<file path="config.mk">
export PLATFORM = sky130hd
export DESIGN_NAME = keypad_matrix_scanner
export DESIGN_NICKNAME = d
export VERILOG_FILES = /design/src/rtl/keypad_matrix_scanner.sv
export SDC_FILE = /design/constraint.sdc
export NUM_CORES = 1
export LEC_CHECK = 0
export CAP_MARGIN = 20
export CORE_MARGIN = 2
export CORE_UTILIZATION = 55
export DETAILED_ROUTE_END_ITERATION = 10
export PLACE_DENSITY = 0.77
export SLEW_MARGIN = 20
export SYNTH_ARGS = -nofsm -noshare
export SYNTH_HDL_FRONTEND = slang
export SYNTH_SLANG_ARGS = --single-unit
</file>
<file path="constraint.sdc">
create_clock -name clk -period 2.55 [get_ports clk]
set_input_delay 0.3825 -clock clk [delete_from_list [all_inputs] [get_ports clk]]
set_output_delay 0.3825 -clock clk [all_outputs]
set_load 0.03 [all_outputs]
</file>
<file path="src/rtl/keypad_matrix_scanner.sv">
// ============================================================================
// Module   : keypad_matrix_scanner
// Brief    : ROWSxCOLS key-matrix scanner with settle time, multi-frame
//            debounce, ghost rejection and press/release event pulses.
//            Optional auto-repeat enabled by defining KEYPAD_REPEAT_EN.
// Revision : 1.0  initial release
// ============================================================================
`default_nettype none

module keypad_matrix_scanner #(
  parameter int ROWS       = 4,
  parameter int COLS       = 4,
  parameter int SETTLE_CYC = 4,
  parameter int DEB_FRAMES = 3,
`ifdef KEYPAD_REPEAT_EN
  parameter int REPEAT_DLY = 32,
  parameter int REPEAT_PER = 8,
`endif
  parameter int KEY_W      = $clog2(ROWS*COLS+1)
) (
  input  logic             clk,
  input  logic             rst,
  output logic [ROWS-1:0]  row_out,
  input  logic [COLS-1:0]  col_in,
  output logic [KEY_W-1:0] key_value,
  output logic             key_down,
  output logic             key_valid,
  output logic             key_release
);

  localparam int ROW_W = $clog2(ROWS);
  localparam int COL_W = $clog2(COLS);
  localparam int SET_W = $clog2(SETTLE_CYC);
  localparam logic [KEY_W-1:0] NO_KEY = KEY_W'(ROWS*COLS);

  logic [ROWS-1:0]  row_out_q, row_out_d;
  logic [ROW_W-1:0] row_idx_q, row_idx_d;
  logic [SET_W-1:0] settle_q, settle_d;
  logic [1:0]       acc_cnt_q, acc_cnt_d;
  logic [KEY_W-1:0] acc_code_q, acc_code_d;
  logic [KEY_W-1:0] cand_q, cand_d;
  logic [3:0]       deb_q, deb_d;
  logic [KEY_W-1:0] key_value_q, key_value_d;
  logic             key_down_q, key_down_d;
  logic             key_valid_q, key_valid_d;
  logic             key_release_q, key_release_d;
`ifdef KEYPAD_REPEAT_EN
  logic [15:0]      rep_q, rep_d;
  logic             rep_first_q, rep_first_d;
`endif

  logic [1:0]       col_hits;
  logic [COL_W-1:0] col_idx;
  logic             sample;
  logic             wrap;
  logic [KEY_W-1:0] row_code;
  logic [1:0]       merged_cnt;
  logic [KEY_W-1:0] merged_code;
  logic [KEY_W-1:0] frame_res;

  // Column hit count saturates at 2: anything beyond one hit is a multi-key frame.
  always_comb begin
    col_hits = 2'd0;
    col_idx  = '0;
    for (int c = 0; c < COLS; c++) begin
      if (col_in[c]) begin
        col_idx = COL_W'(c);
        if (col_hits != 2'd2) col_hits = col_hits + 2'd1;
      end
    end
  end

  always_comb begin
    sample   = (settle_q == SET_W'(SETTLE_CYC-1));
    wrap     = sample && (row_idx_q == ROW_W'(ROWS-1));
    row_code = KEY_W'(int'(row_idx_q) * COLS + int'(col_idx));

    if (acc_cnt_q == 2'd0)      merged_cnt = col_hits;
    else if (col_hits == 2'd0)  merged_cnt = acc_cnt_q;
    else                        merged_cnt = 2'd2;

    merged_code = (acc_cnt_q == 2'd0 && col_hits == 2'd1) ? row_code : acc_code_q;
    frame_res   = (merged_cnt == 2'd1) ? merged_code : NO_KEY;
  end

  always_comb begin
    row_out_d     = row_out_q;
    row_idx_d     = row_idx_q;
    settle_d      = settle_q + SET_W'(1);
    acc_cnt_d     = acc_cnt_q;
    acc_code_d    = acc_code_q;
    cand_d        = cand_q;
    deb_d         = deb_q;
    key_value_d   = key_value_q;
    key_down_d    = key_down_q;
    key_valid_d   = 1'b0;
    key_release_d = 1'b0;
`ifdef KEYPAD_REPEAT_EN
    rep_d         = rep_q;
    rep_first_d   = rep_first_q;
`endif

    if (sample) begin
      settle_d  = '0;
      row_out_d = {row_out_q[ROWS-2:0], row_out_q[ROWS-1]};
      row_idx_d = wrap ? '0 : row_idx_q + ROW_W'(1);
      if (wrap) begin
        acc_cnt_d  = 2'd0;
        acc_code_d = NO_KEY;
      end else begin
        acc_cnt_d  = merged_cnt;
        acc_code_d = merged_code;
      end
    end

    if (wrap) begin
      if (frame_res == cand_q) begin
        if (deb_q != 4'd15) deb_d = deb_q + 4'd1;
      end else begin
        cand_d = frame_res;
        deb_d  = 4'd1;
      end
`ifdef KEYPAD_REPEAT_EN
      // Repeat timer runs only while the held key keeps being seen unchanged.
      if (key_down_q && frame_res == key_value_q) begin
        rep_d = rep_q + 16'd1;
        if (rep_q + 16'd1 == (rep_first_q ? 16'(REPEAT_DLY) : 16'(REPEAT_PER))) begin
          key_valid_d = 1'b1;
          rep_d       = 16'd0;
          rep_first_d = 1'b0;
        end
      end else begin
        rep_d       = 16'd0;
        rep_first_d = 1'b1;
      end
`endif
    end

    // Acceptance lands one cycle after the deciding frame edge, so it never meets a wrap.
    if (deb_q >= 4'(DEB_FRAMES) && cand_q != key_value_q) begin
      key_value_d = cand_q;
      if (cand_q != NO_KEY) begin
        key_down_d  = 1'b1;
        key_valid_d = 1'b1;
      end else begin
        key_down_d    = 1'b0;
        key_release_d = 1'b1;
      end
`ifdef KEYPAD_REPEAT_EN
      rep_d       = 16'd0;
      rep_first_d = 1'b1;
`endif
    end
  end

  always_ff @(posedge clk or posedge rst) begin
    if (rst) begin
      row_out_q     <= ROWS'(1);
      row_idx_q     <= '0;
      settle_q      <= '0;
      acc_cnt_q     <= 2'd0;
      acc_code_q    <= NO_KEY;
      cand_q        <= NO_KEY;
      deb_q         <= 4'd0;
      key_value_q   <= NO_KEY;
      key_down_q    <= 1'b0;
      key_valid_q   <= 1'b0;
      key_release_q <= 1'b0;
`ifdef KEYPAD_REPEAT_EN
      rep_q         <= 16'd0;
      rep_first_q   <= 1'b1;
`endif
    end else begin
      row_out_q     <= row_out_d;
      row_idx_q     <= row_idx_d;
      settle_q      <= settle_d;
      acc_cnt_q     <= acc_cnt_d;
      acc_code_q    <= acc_code_d;
      cand_q        <= cand_d;
      deb_q         <= deb_d;
      key_value_q   <= key_value_d;
      key_down_q    <= key_down_d;
      key_valid_q   <= key_valid_d;
      key_release_q <= key_release_d;
`ifdef KEYPAD_REPEAT_EN
      rep_q         <= rep_d;
      rep_first_q   <= rep_first_d;
`endif
    end
  end

  assign row_out     = row_out_q;
  assign key_value   = key_value_q;
  assign key_down    = key_down_q;
  assign key_valid   = key_valid_q;
  assign key_release = key_release_q;

endmodule

`default_nettype wire

</file>
Yosys cells after proc, flatten, opt, wreduce, memory -nomap -nowiden
Index checks and enable logic that the tools add are counted.
Word-level totals
  logic and storage cells: 63
  flip-flop bits (word level): 32
  input port bits: 6
Operators by class
  reductions and logical operators: 7
  order comparisons: 1
  add/sub/neg operators: 7
  bitwise logic cells: 1
  multiplexer cells: 24
  equal/unequal tests: 12
Operator list (number)
  $mux W2: 13
  $mux W5: 3
  $add A2 B1 Y2 const B: 5
  $mux W4: 2
  $mux W1: 6
  $ne A2 B2 Y1 const B: 3
  $add A4 B2 Y5: 1
  $eq A5 B5 Y1: 1
  $ne A5 B5 Y1: 1
  $ne A5 B5 Y1 const B: 1
  $add A4 B1 Y4 const B: 1
  $eq A2 B1 Y1 const B: 2
  $eq A2 B2 Y1 const B: 2
  $ge A4 B2 Y1 const B: 1
  $logic_not A2 Y1: 2
  $ne A4 B4 Y1 const B: 1
  $reduce_and A2 Y1: 2
  $logic_and A1 B1 Y1: 3
  $ne A2 B1 Y1 const B: 1
  $not A1 Y1: 1

Longest topological paths before layout
  depth in word-level cells: 18
  depth in mapped cells: 13
  gate-level depth less buffers: 12

Worst setup path after synthesis
OpenSTA, ideal clock, no wires.
  path type: input to register
  start point: input port col_in[0]
  end point: register cand_q[1]
  setup slack: -173 ps
  path buffers: 0
  setup time: 80 ps
  data arrival time: 2643 ps
  stages on the path: 12
  cell sequence: inv_1 ha_1 mux2_4 inv_4 ha_1 and2b_2 a32oi_1 a21oi_1 o211a_1 o21a_4 o211a_1 o211ai_2
On the way
  cells in the longest elaborated chain, start to end: 18
  elaborated cells between the ends (all ways): 24
  those cells by class: 3 x add/sub; 6 x eq/ne; 11 x mux; 1 x bitwise; 3 x reduce/logical
Ends and longest elaborated chain
  from (decl): line 24  | input logic [COLS-1:0] col_in,
  $mux W1 *: line 66  | if (col_in[c]) begin
  $add A2 B1 Y2 / $ne A2 B2 Y1 (equally long branches): line 68  | if (col_hits != 2'd2) col_hits = col_hits + 2'd1;
  $mux W2: line 68
  $mux W2 *: line 66
  $add A2 B1 Y2 / $ne A2 B2 Y1 (equally long branches): line 68
  $mux W2: line 68
  $mux W2 *: line 66
  $add A2 B1 Y2 / $ne A2 B2 Y1 (equally long branches): line 68
  (+2 left out)
  $logic_not A2 Y1: line 79  | else if (col_hits == 2'd0) merged_cnt = acc_cnt_q;
  $mux W2: line 79
  $mux W2: line 78  | if (acc_cnt_q == 2'd0) merged_cnt = col_hits;
  $eq A2 B1 Y1: line 83  | frame_res = (merged_cnt == 2'd1) ? merged_code : NO_KEY;
  $mux W5 *: line 83
  $eq A5 B5 Y1: line 117  | if (frame_res == cand_q) begin
  $not A1 Y1 (no source line)
  $reduce_and A2 Y1 (no source line)
  to (signal assigned): line 179  | cand_q <= cand_d;
  to (decl): line 41  | logic [KEY_W-1:0] cand_q, cand_d;
Mark *: on every way between the ends. The rest lies on a longest branch, timed or not.
A chain may end at the register's enable or synchronous reset.

Worst setup path in the final report
  start point: input port col_in[1]
  end point: register cand_q[1]
On the way
  cells in the longest elaborated chain, start to end: 15
  elaborated cells between the ends (all ways): 24
  those cells by class: 3 x add/sub; 5 x eq/ne; 12 x mux; 1 x bitwise; 3 x reduce/logical
Ends and longest elaborated chain (line)
  $mux W2: 66
  $add A2 B1 Y2 / $ne A2 B2 Y1 (equally long branches): 68
  $mux W2: 68
  $mux W2: 66
  $add A2 B1 Y2 / $ne A2 B2 Y1 (equally long branches): 68
  $mux W2: 68
  $mux W2: 66
  $logic_not A2 Y1: 79
  $mux W2: 79
  $mux W2: 78
  $eq A2 B1 Y1: 83
  $mux W5 *: 83
  $eq A5 B5 Y1: 117
  $not A1 Y1 (no source line)
  $reduce_and A2 Y1 (no source line)
Marks and branches as above.

==> out/qor.csv <==
metric,value,unit
outcome,"finished, final reports clean",
Worst Setup Start Kind,input pin,
"slowest stage delay, CP",0.29,ns
worst path required time,2.83,ns
YS warnings,0,
starting density of the core,0.580,
top-count cell post-synth,dfrtp_1,
"Cell Chain, Critical Path","clkbuf_4, inv_12, ha_4, mux2_4, inv_4, ha_4, and2b_2, a32oi_2, a21oi_1, o211a_1, o21a_4, o211a_4, o211ai_2",
"Avg Cell Area, Syn",10.5,um2
ys async rst share,1.00,
Die Ht,63.6,um
Nets,231,
Setup WS post-layout,0.0883,ns
FF-to-FF path depth,7,
post-route insts no fill,266,
core box area,0.00336,mm2
"Slew Viols, Final",0,
CTS tree,built,
Pint,0.000958,W
global-route wire length before repair,7390,um
Iter 0 DRT Violations,72,
drt first pass iters,4,
"Reg clk slew, reported paths",0.10,ns
fraction of layout cells with a size suffix above 1,0.332,
worst-path maximum fanout,7,
Worst R2R Setup Slack,0.41,ns
GRT Total Usage,0.235,
DRC Markers,0,
clk_skew,0.0112,ns
switching power,0.000522,W
WS Path Type,input pin to register,
FP Rows,21,
Tot Pwr,0.00148,W
clock root cell,clkbuf_4,
crit end category,register,
Switching Share,0.353,
number of diodes,0,
P_leak,1.03,nW
top cell type's share of synthesized area,0.359,
crit path to,cand_q[1]$_DFFE_PP0P_,
area of the mapped netlist,0.00195,mm2
buffer depth of the longest clock path,2,
# H-tree levels,2,
initial antenna violation count,0,
most frequent cells after synthesis,"28 x dfrtp_1, 18 x nand2_1, 10 x inv_1, 10 x mux2_2, 10 x nor2_1",
P&R area growth vs syn,24.3,%
"FF+latch count, synth",32,
pre-CTS WS,-0.749,ns
setup violators final,0,
WL final,4190,um
Yosys top cell by area,dfrtp_1,
critical path's top delay family,compound AO/OA/AOI/OAI gates,
Reg2Reg Capture Point,deb_q[2]$_DFFE_PP0P_,
max_slew headroom,0.654,
syn_nets,198,
critical path depth,13,
Final Hold Violating Endpoints,0,
Power Density,610,mW/mm2
worst skew pair latency,0.34,ns
Detail Route Antenna Nets,0,
I/O Pins,18,
chip width,63.6,um
worst hold path class,input pin to asynchronous set/reset pin,
Critical path buffers and inverters,3,
GPL Wtd Cong,0.846,
"Top cell by count, worst path",ha_4,
wire per inst,15.7,um
"Seq/Total Area, Yosys",0.413,
slowest CP cell,mux2_4,
placed cell areas,0.00229,mm2
Vias,1542,
Netlist cell types,60,
CP Launch Point,col_in[1],
Max Cap Viol,0,
fin area,0.00242,mm2
Max Freq,0.406,GHz
Synth Flop Type,dfrtp_1,
Sink Count,32,
worst r2r src,acc_cnt_q[0]$_DFFE_PP0P_,
top post-synthesis cells by area,"dfrtp_1 36%, mux2_2 5.8%, dfstp_2 5.4%",
VDD IR max,352,uV
die area,0.00404,mm2
worst slew pin tran,0.519,ns
vias in the first global route,1587,
Num CTS Buffers,5,
sequential power share,0.413,
placed insts,254,
clock share of power,0.211,
global route total overflow,0,
HPWL Detailed,3070,um
largest net degree at the start of global routing,33,
Final Cycle Share,0.965,
vias per cell,5.80,
Post-Synthesis Cells,186,
Port-buffer cells,17,
worst endpoint data arrival time,2.74,ns
Gate power share,0.376,
min Tclk post-route,2.46,ns
Post-synth EDFFs,0,
## cell families after synthesis
family / synth area share
XOR/XNOR: 0.0455
AO/OA/AOI/OAI: 0.223
buffers and inverters: 0.0545
flip-flops: 0.413
adder cells (fa/ha/maj): 0.0385
multiplexers: 0.0757
AND/OR/NAND/NOR: 0.150
## cell type report
| type | count | area (um2) |
|---|---|---|
| Timing Repair Buffer | 36 | 308 |
| Tap cell | 46 | 57.6 |
| Fill cell | 268 | 938 |
| Clock inverter | 1 | 7.51 |
| Inverter | 11 | 56.3 |
| Sequential cell | 32 | 806 |
| Clock buffer | 7 | 55.1 |
| Multi-Input combinational cell | 133 | 1130 |
## power by group through the flow
stage | Clock, W | Combinational (W) | Sequential [W]
detailed placement | 0 | 0.000515 | 0.000621
CTS | 0.000318 | 0.000535 | 0.000611
floorplan | 0 | 0.000309 | 0.000666
global placement | 0 | 0.000497 | 0.000618
finish | 0.000313 | 0.000556 | 0.000611
global route | 0.000345 | 0.000603 | 0.000622
## worst register-to-register path, cell delays in order (launching register included)
cell	delay [ns]
dfrtp_1	0.57
inv_1	0.25
nor4_1	0.30
o31a_1	0.22
xnor2_1	0.13
nor2_4	0.26
o211ai_4	0.14
a211oi_2	0.22
## routing by layer
layer  part of all wire  vias up  wire (um)  global-route usage
met1               0.44      770       1840               0.287
met4             0.0095        0         40              0.0652
met5                  0        -          0                   0
met2               0.52       20       2180               0.404
li1                   -      745          -                   -
met3              0.030        7        125              0.0696
## registers in the layout (all words and copies together) (netlist names), 2 cells and up
signal and cells:
settle_q 2, cand_q 5, acc_code_q 5, key_value 5
acc_cnt_q 2, row_out 4, row_idx_q 2, deb_q 4
## per-stage QoR
step                      hold slack (ns)   util  TNS [ns]
after global placement              0.414  0.680     -6.39
after CTS                           0.431  0.713         0
after global routing                0.450  0.721   -0.0360
after floorplan                     0.403      -   -0.0201
final                               0.430  0.721         0
after detailed placement            0.446  0.680     -7.38
## cell usage in the layout, fill, tap and decap left out, types with 2 or more instances in the layout
cell type	count
nand2_1	17
mux2_2	10
clkbuf_4	6
clkdlybuf4s50_1	14
and2_1	3
nor2_1	10
xnor2_1	4
a41oi_1	2
xor2_1	3
o2111ai_1	3
o21a_1	2
ha_1	4
o21ai_0	7
ha_4	2
nor4_1	2
dfstp_2	4
inv_1	8
a22oi_1	3
dfrtp_1	28
nand3_1	5
o21ai_2	2
buf_4	18
o2bb2ai_1	4
a21oi_1	7
o211ai_2	2
nor3_1	4
## worst min path at each step
| stage | end | slack (ns) | depth (start not counted) |
|---|---|---|---|
| finish | cand_q[0]$_DFFE_PP0P_ | 0.43 | 3 |
| global route | cand_q[0]$_DFFE_PP0P_ | 0.45 | 3 |
| CTS | cand_q[0]$_DFFE_PP0P_ | 0.43 | 3 |
| detailed placement | settle_q[0]$_DFF_PP0_ | 0.45 | 1 |
| global placement | settle_q[0]$_DFF_PP0_ | 0.41 | 1 |
| floorplan | settle_q[0]$_DFF_PP0_ | 0.40 | 1 |
## repair_timing
item                       CTS  global route
pin swaps                    8            11
hold buffers                 0             0
gates resized for setup     13             6
setup endpoints to repair   10             7
setup buffers                2             3
No activity file was read; power rests on OpenSTA's default activity.
